==> src/rtl/sync_fifo_flags.sv <==
// sync_fifo_flags: parametrised single-clock FIFO.
// It provides the fill-level count, programmable almost-full and almost-empty
// thresholds, a registered read-valid strobe, and sticky overflow/underflow
// error flags.
// Compile option: define SYNC_FIFO_FWFT_EN to select first-word-fall-through
// reads. When it is undefined, reads use the registered path with one cycle
// of latency.
module sync_fifo_flags #(
  parameter int DATA_WIDTH    = 8,
  parameter int DATA_DEPTH    = 16,
  parameter int AFULL_THRESH  = 12,
  parameter int AEMPTY_THRESH = 4
) (
  input  logic                          clk,
  input  logic                          rst_n,
  input  logic                          wr_en,
  input  logic [DATA_WIDTH-1:0]         wr_data,
  input  logic                          rd_en,
  input  logic                          clr_err,
  output logic [DATA_WIDTH-1:0]         rd_data,
  output logic                          rd_valid,
  output logic                          full,
  output logic                          empty,
  output logic                          almost_full,
  output logic                          almost_empty,
  output logic [$clog2(DATA_DEPTH):0]   count,
  output logic                          overflow,
  output logic                          underflow
);

  localparam int AW = $clog2(DATA_DEPTH);
  localparam int CW = AW + 1;
  localparam logic [CW-1:0] AFULL_LVL  = CW'(AFULL_THRESH);
  localparam logic [CW-1:0] AEMPTY_LVL = CW'(AEMPTY_THRESH);

  // Pointers carry one extra wrap bit so full and empty can be told apart.
  logic [CW-1:0]         wr_ptr, rd_ptr;
  logic [AW-1:0]         wr_addr, rd_addr;
  logic                  wr_accept, rd_accept;
  logic [DATA_WIDTH-1:0] mem [DATA_DEPTH];

  assign wr_addr = wr_ptr[AW-1:0];
  assign rd_addr = rd_ptr[AW-1:0];

  // The flags and the count come straight from the registered pointers.
  // They therefore describe the state before the current edge.
  assign count        = wr_ptr - rd_ptr;
  assign empty        = (wr_ptr == rd_ptr);
  assign full         = (wr_ptr[AW] != rd_ptr[AW]) && (wr_addr == rd_addr);
  assign almost_full  = (count >= AFULL_LVL);
  assign almost_empty = (count <= AEMPTY_LVL);

  assign wr_accept = wr_en && !full;
  assign rd_accept = rd_en && !empty;

  // Pointer update: advance on accepted operations only.
  always_ff @(posedge clk or negedge rst_n) begin
    // NOTE: sequential state uses non-blocking assignments so every flop
    // samples pre-edge values regardless of block ordering.
    if (!rst_n) begin
      wr_ptr <= '0;
      rd_ptr <= '0;
    end else begin
      if (wr_accept) wr_ptr <= wr_ptr + CW'(1);
      if (rd_accept) rd_ptr <= rd_ptr + CW'(1);
    end
  end

  // Storage write port.
  always_ff @(posedge clk) begin
    // NOTE: the array is deliberately not reset so it can map onto RAM.
    // Stale contents are never visible because the pointers are reset.
    if (wr_accept) mem[wr_addr] <= wr_data;
  end

  // Sticky error flags: a set in the same cycle as a clear takes priority.
  always_ff @(posedge clk or negedge rst_n) begin
    if (!rst_n) begin
      overflow  <= 1'b0;
      underflow <= 1'b0;
    end else begin
      overflow  <= (overflow  && !clr_err) || (wr_en && full);
      underflow <= (underflow && !clr_err) || (rd_en && empty);
    end
  end

`ifdef SYNC_FIFO_FWFT_EN
  // The head word is presented combinationally, and rd_en acknowledges the pop.
  assign rd_data  = mem[rd_addr];
  assign rd_valid = !empty;
`else
  logic [DATA_WIDTH-1:0] rd_data_q;
  logic                  rd_valid_q;

  // Registered read port: the data lands one cycle after the accept and
  // holds otherwise.
  always_ff @(posedge clk or negedge rst_n) begin
    if (!rst_n) begin
      rd_data_q  <= '0;
      rd_valid_q <= 1'b0;
    end else begin
      rd_valid_q <= rd_accept;
      if (rd_accept) rd_data_q <= mem[rd_addr];
    end
  end

  assign rd_data  = rd_data_q;
  assign rd_valid = rd_valid_q;
`endif

endmodule
==> config.mk <==
export PLATFORM = sky130hd
export DESIGN_NAME = sync_fifo_flags
export DESIGN_NICKNAME = d
export VERILOG_FILES = /design/src/rtl/sync_fifo_flags.sv
export SDC_FILE = /design/constraint.sdc
export NUM_CORES = 1
export LEC_CHECK = 0
export ABC_CLOCK_PERIOD_IN_PS = 3600
export BUFFER_PORTS_ARGS = -buffer_cell sky130_fd_sc_hd__buf_2
export CAP_MARGIN = 20
export CORE_MARGIN = 5
export CORE_UTILIZATION = 55
export DETAILED_ROUTE_END_ITERATION = 10
export GPL_ROUTABILITY_DRIVEN = 1
export PLACE_DENSITY = 0.73
export SYNTH_ARGS = -nofsm -noshare
export SYNTH_HDL_FRONTEND = slang
export SYNTH_SLANG_ARGS = --single-unit
==> constraint.sdc <==
create_clock -name clk -period 3.6 [get_ports clk]
set_input_delay 0.72 -clock clk [delete_from_list [all_inputs] [get_ports clk]]
set_output_delay 0.72 -clock clk [all_outputs]
set_load 0.01 [all_outputs]
### After elaboration in Yosys (flattened, before gate mapping)

Memory sizes are Yosys's and may differ from the RTL's. A register that Yosys moved wholly into a read port is not among the register bits.
Cells that the tools add are included.

| operators by class | value |
|---|---|
| $add $sub $neg | 3 |
| $lt $le $gt $ge | 2 |
| eq/ne operators | 3 |
| multiplexer cells | 2 |
| reduce and logical (&&, ||, !) cells | 13 |

Operators with widths:

| cell | count |
|---|---|
| $add A5 B1 Y5 const B | 2 |
| $logic_and A1 B1 Y1 | 7 |
| $eq A5 B5 Y1 | 1 |
| $ge A5 B4 Y1 const B | 1 |
| $le A5 B3 Y1 const B | 1 |
| $sub A5 B5 Y5 | 1 |
| $eq A4 B4 Y1 | 1 |
| $logic_not A1 Y1 | 4 |
| $logic_or A1 B1 Y1 | 2 |
| $mux W1 | 2 |
| $ne A1 B1 Y1 | 1 |

| word-level totals | value |
|---|---|
| flip-flop bits (word level) | 13 |
| RAM bits | 128 |
| input bits | 13 |
| output and inout port bits | 20 |
| word-level logic and storage cells | 29 |
| memories kept | 1 |

Memories:

| memory | depth | bits a word | read ports | clocked after Yosys merged registers in | write ports | line | RTL |
|---|---|---|---|---|---|---|---|
| mem | 16 | 8 | 1 | 1 | 1 | 40 | `logic [DATA_WIDTH-1:0] mem [DATA_DEPTH];` |

### Logic depth before layout (Yosys ltp)

| logic depth | value |
|---|---|
| word-level depth | 6 |
| gate-level depth with buffers | 10 |

### Worst setup path after synthesis

Ideal clock, no wire load.

| path | value |
|---|---|
| kind | register to output |
| start | register rd_ptr[1] |
| end | output almost_full |
| arrival time | 2.043 ns |
| required time | 2.880 ns |
| slack | 0.837 ns |
| stages on the path, launching flop included | 10 |
| path through | dfrtp_1 > buf_6 > buf_6 > buf_4 > inv_1 > ha_1 > nor2b_1 > o21ai_0 > a21boi_0 > o32ai_1 |

| on the way | value |
|---|---|
| word-level cells in the longest chain between the ends | 2 |

RTL lines:

| element | line | RTL |
|---|---|---|
| start, declared | 37 | `logic [CW-1:0] wr_ptr, rd_ptr;` |
| start signal, assigned | 65 | `if (rd_accept) rd_ptr <= rd_ptr + CW'(1);` |
| $sub A5 B5 Y5 | 47 | `assign count = wr_ptr - rd_ptr;` |
| $ge A5 B4 Y1 | 50 | `assign almost_full = (count >= AFULL_LVL);` |
| end, declared | 24 | `output logic almost_full,` |

Every way passes these cells.

### Worst setup path in the final report

| path | value |
|---|---|
| start | register wr_ptr[0] |
| end | output almost_empty |

| on the way | value |
|---|---|
| word-level cells in the longest chain between the ends | 2 |

RTL lines:

| element | line | RTL |
|---|---|---|
| start, declared | 37 |  |
| start signal, assigned | 64 | `if (wr_accept) wr_ptr <= wr_ptr + CW'(1);` |
| $sub A5 B5 Y5 | 47 |  |
| $le A5 B3 Y1 | 51 | `assign almost_empty = (count <= AEMPTY_LVL);` |
| end, declared | 25 | `output logic almost_empty,` |

Every way passes these cells.

==> impl_metrics.prom <==
# TYPE chip_impl_metric gauge
chip_impl_info{name="status",value="completed"} 1
chip_impl_metric{name="largest_net_degree_at_the_start_of_global_routing",unit=""} 31
chip_impl_info{name="synth_commonest_cells",value="sky130_fd_sc_hd__edfxtp_1, sky130_fd_sc_hd__mux2i_1, sky130_fd_sc_hd__nor2_1"} 1
chip_impl_metric{name="finalMaxSlewViolations",unit=""} 0
chip_impl_metric{name="switching_fraction_of_total_power",unit=""} 0.330
chip_impl_metric{name="avgViaCountPerCell",unit=""} 5.95
chip_impl_metric{name="floorplan.core_area",unit="µm²"} 10800
chip_impl_metric{name="slew-limit-headroom",unit=""} 0.272
chip_impl_metric{name="cts.clk_slew.worst_paths",unit="ns"} 0.07
chip_impl_metric{name="grt_use_total",unit=""} 0.204
chip_impl_metric{name="count_of_maximum_capacitance_violations",unit=""} 0
chip_impl_metric{name="antenna_cells",unit=""} 0
chip_impl_metric{name="finalWeightedCongestion",unit=""} 0.851
chip_impl_metric{name="initial_core_util",unit=""} 0.560
chip_impl_metric{name="post_route_setup_tns",unit="ns"} 0
chip_impl_metric{name="area_growth",unit="%"} 14.8
chip_impl_metric{name="p_sw",unit="µW"} 2000
chip_impl_metric{name="vdd.ir_drop.worst",unit="µV"} 823
chip_impl_metric{name="timing.final.setup_violations",unit=""} 0
chip_impl_metric{name="tightest_slew",unit="ns"} 1.08
chip_impl_metric{name="cts-buffers-inserted",unit=""} 17
chip_impl_metric{name="power.static_leakage",unit="µW"} 0.00250
chip_impl_metric{name="postRouteWirelength",unit="mm"} 12.3
chip_impl_metric{name="floorplan.die.height",unit="µm"} 115
chip_impl_metric{name="num_rows",unit=""} 38
chip_impl_metric{name="synthSimpleGateAreaFrac",unit=""} 0.0488
chip_impl_metric{name="cts_hold_buf",unit=""} 0
chip_impl_metric{name="cells_after_synthesis",unit=""} 356
chip_impl_metric{name="postSynthNetCount",unit=""} 379
chip_impl_metric{name="portBuffers",unit=""} 32
chip_impl_info{name="synth_top_area_cell",value="sky130_fd_sc_hd__edfxtp_1"} 1
chip_impl_metric{name="combPwrFrac",unit=""} 0.315
chip_impl_metric{name="wl_per_cell",unit="µm"} 22.3
chip_impl_metric{name="clockPowerShare",unit=""} 0.302
chip_impl_metric{name="post-synth-top-area-fraction",unit=""} 0.633
chip_impl_metric{name="fp.dieArea",unit="µm²"} 13200
chip_impl_metric{name="synthesis.area_per_instance",unit="µm²"} 17.1
chip_impl_metric{name="initial_antenna_violation_count",unit=""} 0
chip_impl_metric{name="synth_edf_count",unit=""} 128
chip_impl_metric{name="number_of_global_route_vias_before_repair",unit=""} 3290
chip_impl_info{name="synthTopCellsByArea",value="sky130_fd_sc_hd__edfxtp_1, sky130_fd_sc_hd__dfrtp_1, sky130_fd_sc_hd__mux2i_1"} 1
chip_impl_metric{name="clk-insertion-delay-late",unit="ns"} 0.53
chip_impl_metric{name="synth_cell_types",unit=""} 37
chip_impl_metric{name="post-cts-setup-buffer-count",unit=""} 0
chip_impl_metric{name="clock_path_buffers",unit=""} 2
chip_impl_metric{name="die_x",unit="µm"} 115
chip_impl_metric{name="placed_wire_length_estimate_after_detailed_placement",unit="mm"} 7.68
chip_impl_metric{name="fmax",unit="MHz"} 305
chip_impl_metric{name="yosys_warnings",unit=""} 0
chip_impl_metric{name="violation_count_after_the_first_detailed_route_iteration",unit=""} 296
chip_impl_metric{name="detail-route-antenna-nets",unit=""} 0
chip_impl_metric{name="global_route_wire_length_before_repair",unit="mm"} 19.3
chip_impl_metric{name="number_of_top_level_design_ports",unit=""} 33
chip_impl_metric{name="asyncSetResetFlopFracSynth",unit=""} 0.141
chip_impl_metric{name="mappedNetlistArea",unit="µm²"} 6070
chip_impl_metric{name="p_int",unit="µW"} 4070
chip_impl_metric{name="shortest_clock_period_the_worst_path_allows_after_layout",unit="ns"} 3.27
chip_impl_metric{name="cp_data_arrival_time",unit="ns"} 2.55
chip_impl_info{name="cts-root-buf",value="sky130_fd_sc_hd__clkbuf_8"} 1
chip_impl_metric{name="muxShareOfSynthArea",unit=""} 0.113
chip_impl_metric{name="synth_compound_area_frac",unit=""} 0.0490
chip_impl_info{name="yosys.cell_count.top_type",value="sky130_fd_sc_hd__edfxtp_1"} 1
chip_impl_metric{name="drive_gt1_frac",unit=""} 0.221
chip_impl_metric{name="cts.sinks",unit=""} 149
chip_impl_info{name="rsz0062_at_grt",value="no"} 1
chip_impl_metric{name="nNetsFinal",unit=""} 421
chip_impl_info{name="critical_path_class",value="reg2out"} 1
chip_impl_metric{name="synth-seq-cells",unit=""} 149
chip_impl_metric{name="ff2ff_path_depth",unit=""} 5
chip_impl_metric{name="finalHoldViolations",unit=""} 0
chip_impl_metric{name="cellPowerDensity",unit="nW/µm²"} 869
chip_impl_metric{name="clock-skew-final",unit="ns"} 0.00806
chip_impl_metric{name="postCtsResizedCells",unit=""} 0
chip_impl_metric{name="first_pass_drt_iterations",unit=""} 5
chip_impl_metric{name="seq_power_share",unit=""} 0.383
chip_impl_metric{name="cts_htree_levels",unit=""} 4
chip_impl_metric{name="synthXorXnorAreaFrac",unit=""} 0.0159
chip_impl_metric{name="placed_cell_area",unit="µm²"} 6360
chip_impl_info{name="hold_path.class",value="in2async"} 1
chip_impl_metric{name="final_global_route_overflow_total",unit=""} 0
chip_impl_info{name="synthFlopType",value="sky130_fd_sc_hd__edfxtp_1"} 1
chip_impl_metric{name="holdWs",unit="ns"} 0.163
chip_impl_info{name="critical_path.startpoint_type",value="flip-flop"} 1
chip_impl_metric{name="count_of_vias_placed_by_the_detailed_router",unit=""} 3281
chip_impl_info{name="cts_tree",value="done"} 1
chip_impl_info{name="worstSetupEndpointType",value="output pin"} 1
chip_impl_metric{name="drc",unit=""} 0
chip_impl_metric{name="synth_seq_area_share",unit=""} 0.719
chip_impl_metric{name="cp_data_required_time",unit="ns"} 2.88
chip_impl_info{name="synth_top_family_by_area",value="multiplexers"} 1
chip_impl_metric{name="synth-adder-area-share",unit=""} 0.0218
chip_impl_metric{name="critical_path.max_fanout",unit=""} 4
chip_impl_metric{name="final.period_utilization",unit=""} 0.909
chip_impl_metric{name="stdcell_area",unit="µm²"} 6980
==> through the flow <==
stage	cells	util	power, µW	setup slack, ns
detailed placement	519	0.587	4260	0.887
floorplan	356	-	3710	0.837
finish	551	0.643	6070	0.326
global placement	519	0.587	4200	0.956
global route	551	0.643	6370	0.191
CTS	551	0.643	6100	0.302
==> layout make-up <==
class                      count  area (µm²)
multi-input combinational    174        1540
timing repair buffer          39         213
tap                          140         175
fill                         747        3860
inverter                      17        63.8
sequential                   149        4370
clock buffer                  17         414
clock inverter                15         203
==> power by group through the flow <==
stage	combinational [µW]	sequential [µW]	clock [µW]
final	1910	2320	1830
after global routing	2080	2350	1940
after CTS	1920	2320	1860
after detailed placement	1910	2350	0
after global placement	1860	2330	0
after floorplan	1410	2300	0
==> cells by family (layout without fill, tap and decap cells) <==
| family | after synthesis | count (layout) |
|---|---|---|
| simple gates | 59 | 59 |
| xor+xnor | 11 | 11 |
| fa+ha+maj | 10 | 10 |
| buf+inv | 33 | 88 |
| compound gates | 46 | 46 |
| flops | 149 | 149 |
| mux | 48 | 48 |
==> path summary, 6_finish.rpt <==
kind / to / slack [ns] / start
worst max-delay path: almost_empty / 0.33 / wr_ptr[0]
worst min-delay path: rd_ptr[2] / 0.16 / rst_n
worst max register to register: mem[10][7] / 0.88 / wr_ptr[2]
worst min register to register: underflow / 0.53 / underflow
max in group asynchronous: rd_ptr[1] / 3.06 / rst_n
min in group clk: overflow / 0.40 / clr_err
==> layout by cell type (no fill, tap or decap), types with 2 or more instances in the layout <==
| cell | netlist | routed |
|---|---|---|
| sky130_fd_sc_hd__a22oi_1 | 8 | 8 |
| sky130_fd_sc_hd__a31oi_1 | 8 | 8 |
| sky130_fd_sc_hd__and2_1 | 4 | 4 |
| sky130_fd_sc_hd__and3_1 | 5 | 5 |
| sky130_fd_sc_hd__buf_2 | 4 | 32 |
| sky130_fd_sc_hd__buf_4 | 3 | 7 |
| sky130_fd_sc_hd__bufinv_16 | 0 | 4 |
| sky130_fd_sc_hd__clkbuf_16 | 0 | 16 |
| sky130_fd_sc_hd__clkinv_2 | 0 | 3 |
| sky130_fd_sc_hd__clkinv_4 | 0 | 3 |
| sky130_fd_sc_hd__clkinvlp_4 | 0 | 2 |
| sky130_fd_sc_hd__dfrtp_1 | 21 | 20 |
| sky130_fd_sc_hd__edfxtp_1 | 128 | 128 |
| sky130_fd_sc_hd__ha_1 | 9 | 9 |
| sky130_fd_sc_hd__inv_1 | 17 | 17 |
| sky130_fd_sc_hd__inv_6 | 0 | 3 |
| sky130_fd_sc_hd__mux2i_1 | 32 | 32 |
| sky130_fd_sc_hd__mux4_1 | 2 | 2 |
| sky130_fd_sc_hd__mux4_2 | 14 | 14 |
| sky130_fd_sc_hd__nand2_1 | 6 | 6 |
| sky130_fd_sc_hd__nand3_1 | 2 | 2 |
| sky130_fd_sc_hd__nand3b_1 | 2 | 2 |
| sky130_fd_sc_hd__nand4_1 | 5 | 5 |
| sky130_fd_sc_hd__nor2_1 | 25 | 25 |
| sky130_fd_sc_hd__nor2b_1 | 3 | 3 |
| sky130_fd_sc_hd__nor3b_1 | 2 | 2 |
| sky130_fd_sc_hd__nor4_2 | 0 | 4 |
| sky130_fd_sc_hd__o21a_1 | 2 | 2 |
| sky130_fd_sc_hd__o21ai_0 | 7 | 7 |
| sky130_fd_sc_hd__o22ai_1 | 16 | 16 |
| sky130_fd_sc_hd__xnor2_1 | 8 | 8 |
| sky130_fd_sc_hd__xor2_1 | 3 | 3 |
==> worst max-delay path, cell delays in order, from the launching register on <==
cell and delay, ns:
sky130_fd_sc_hd__dfrtp_1 0.40, sky130_fd_sc_hd__inv_1 0.12, sky130_fd_sc_hd__ha_1 0.25, sky130_fd_sc_hd__fa_1 0.41
sky130_fd_sc_hd__nor2b_1 0.12, sky130_fd_sc_hd__o21ai_0 0.11, sky130_fd_sc_hd__and3_1 0.23, sky130_fd_sc_hd__o221a_2 0.27
sky130_fd_sc_hd__buf_2 0.14
==> routing by layer <==
metal  GRT usage  routed length, µm
met3      0.0537                731
met1       0.276               5240
met5           0                  0
met4      0.0884                291
met2       0.316               6020
==> registers in the layout, indices dropped and copies added, names as in the netlist <==
signal	count
overflow	1
rd_ptr	5
wr_ptr	5
mem	128
rd_valid	1
rd_data	8
underflow	1
No activity file was read; power rests on OpenSTA's default activity.
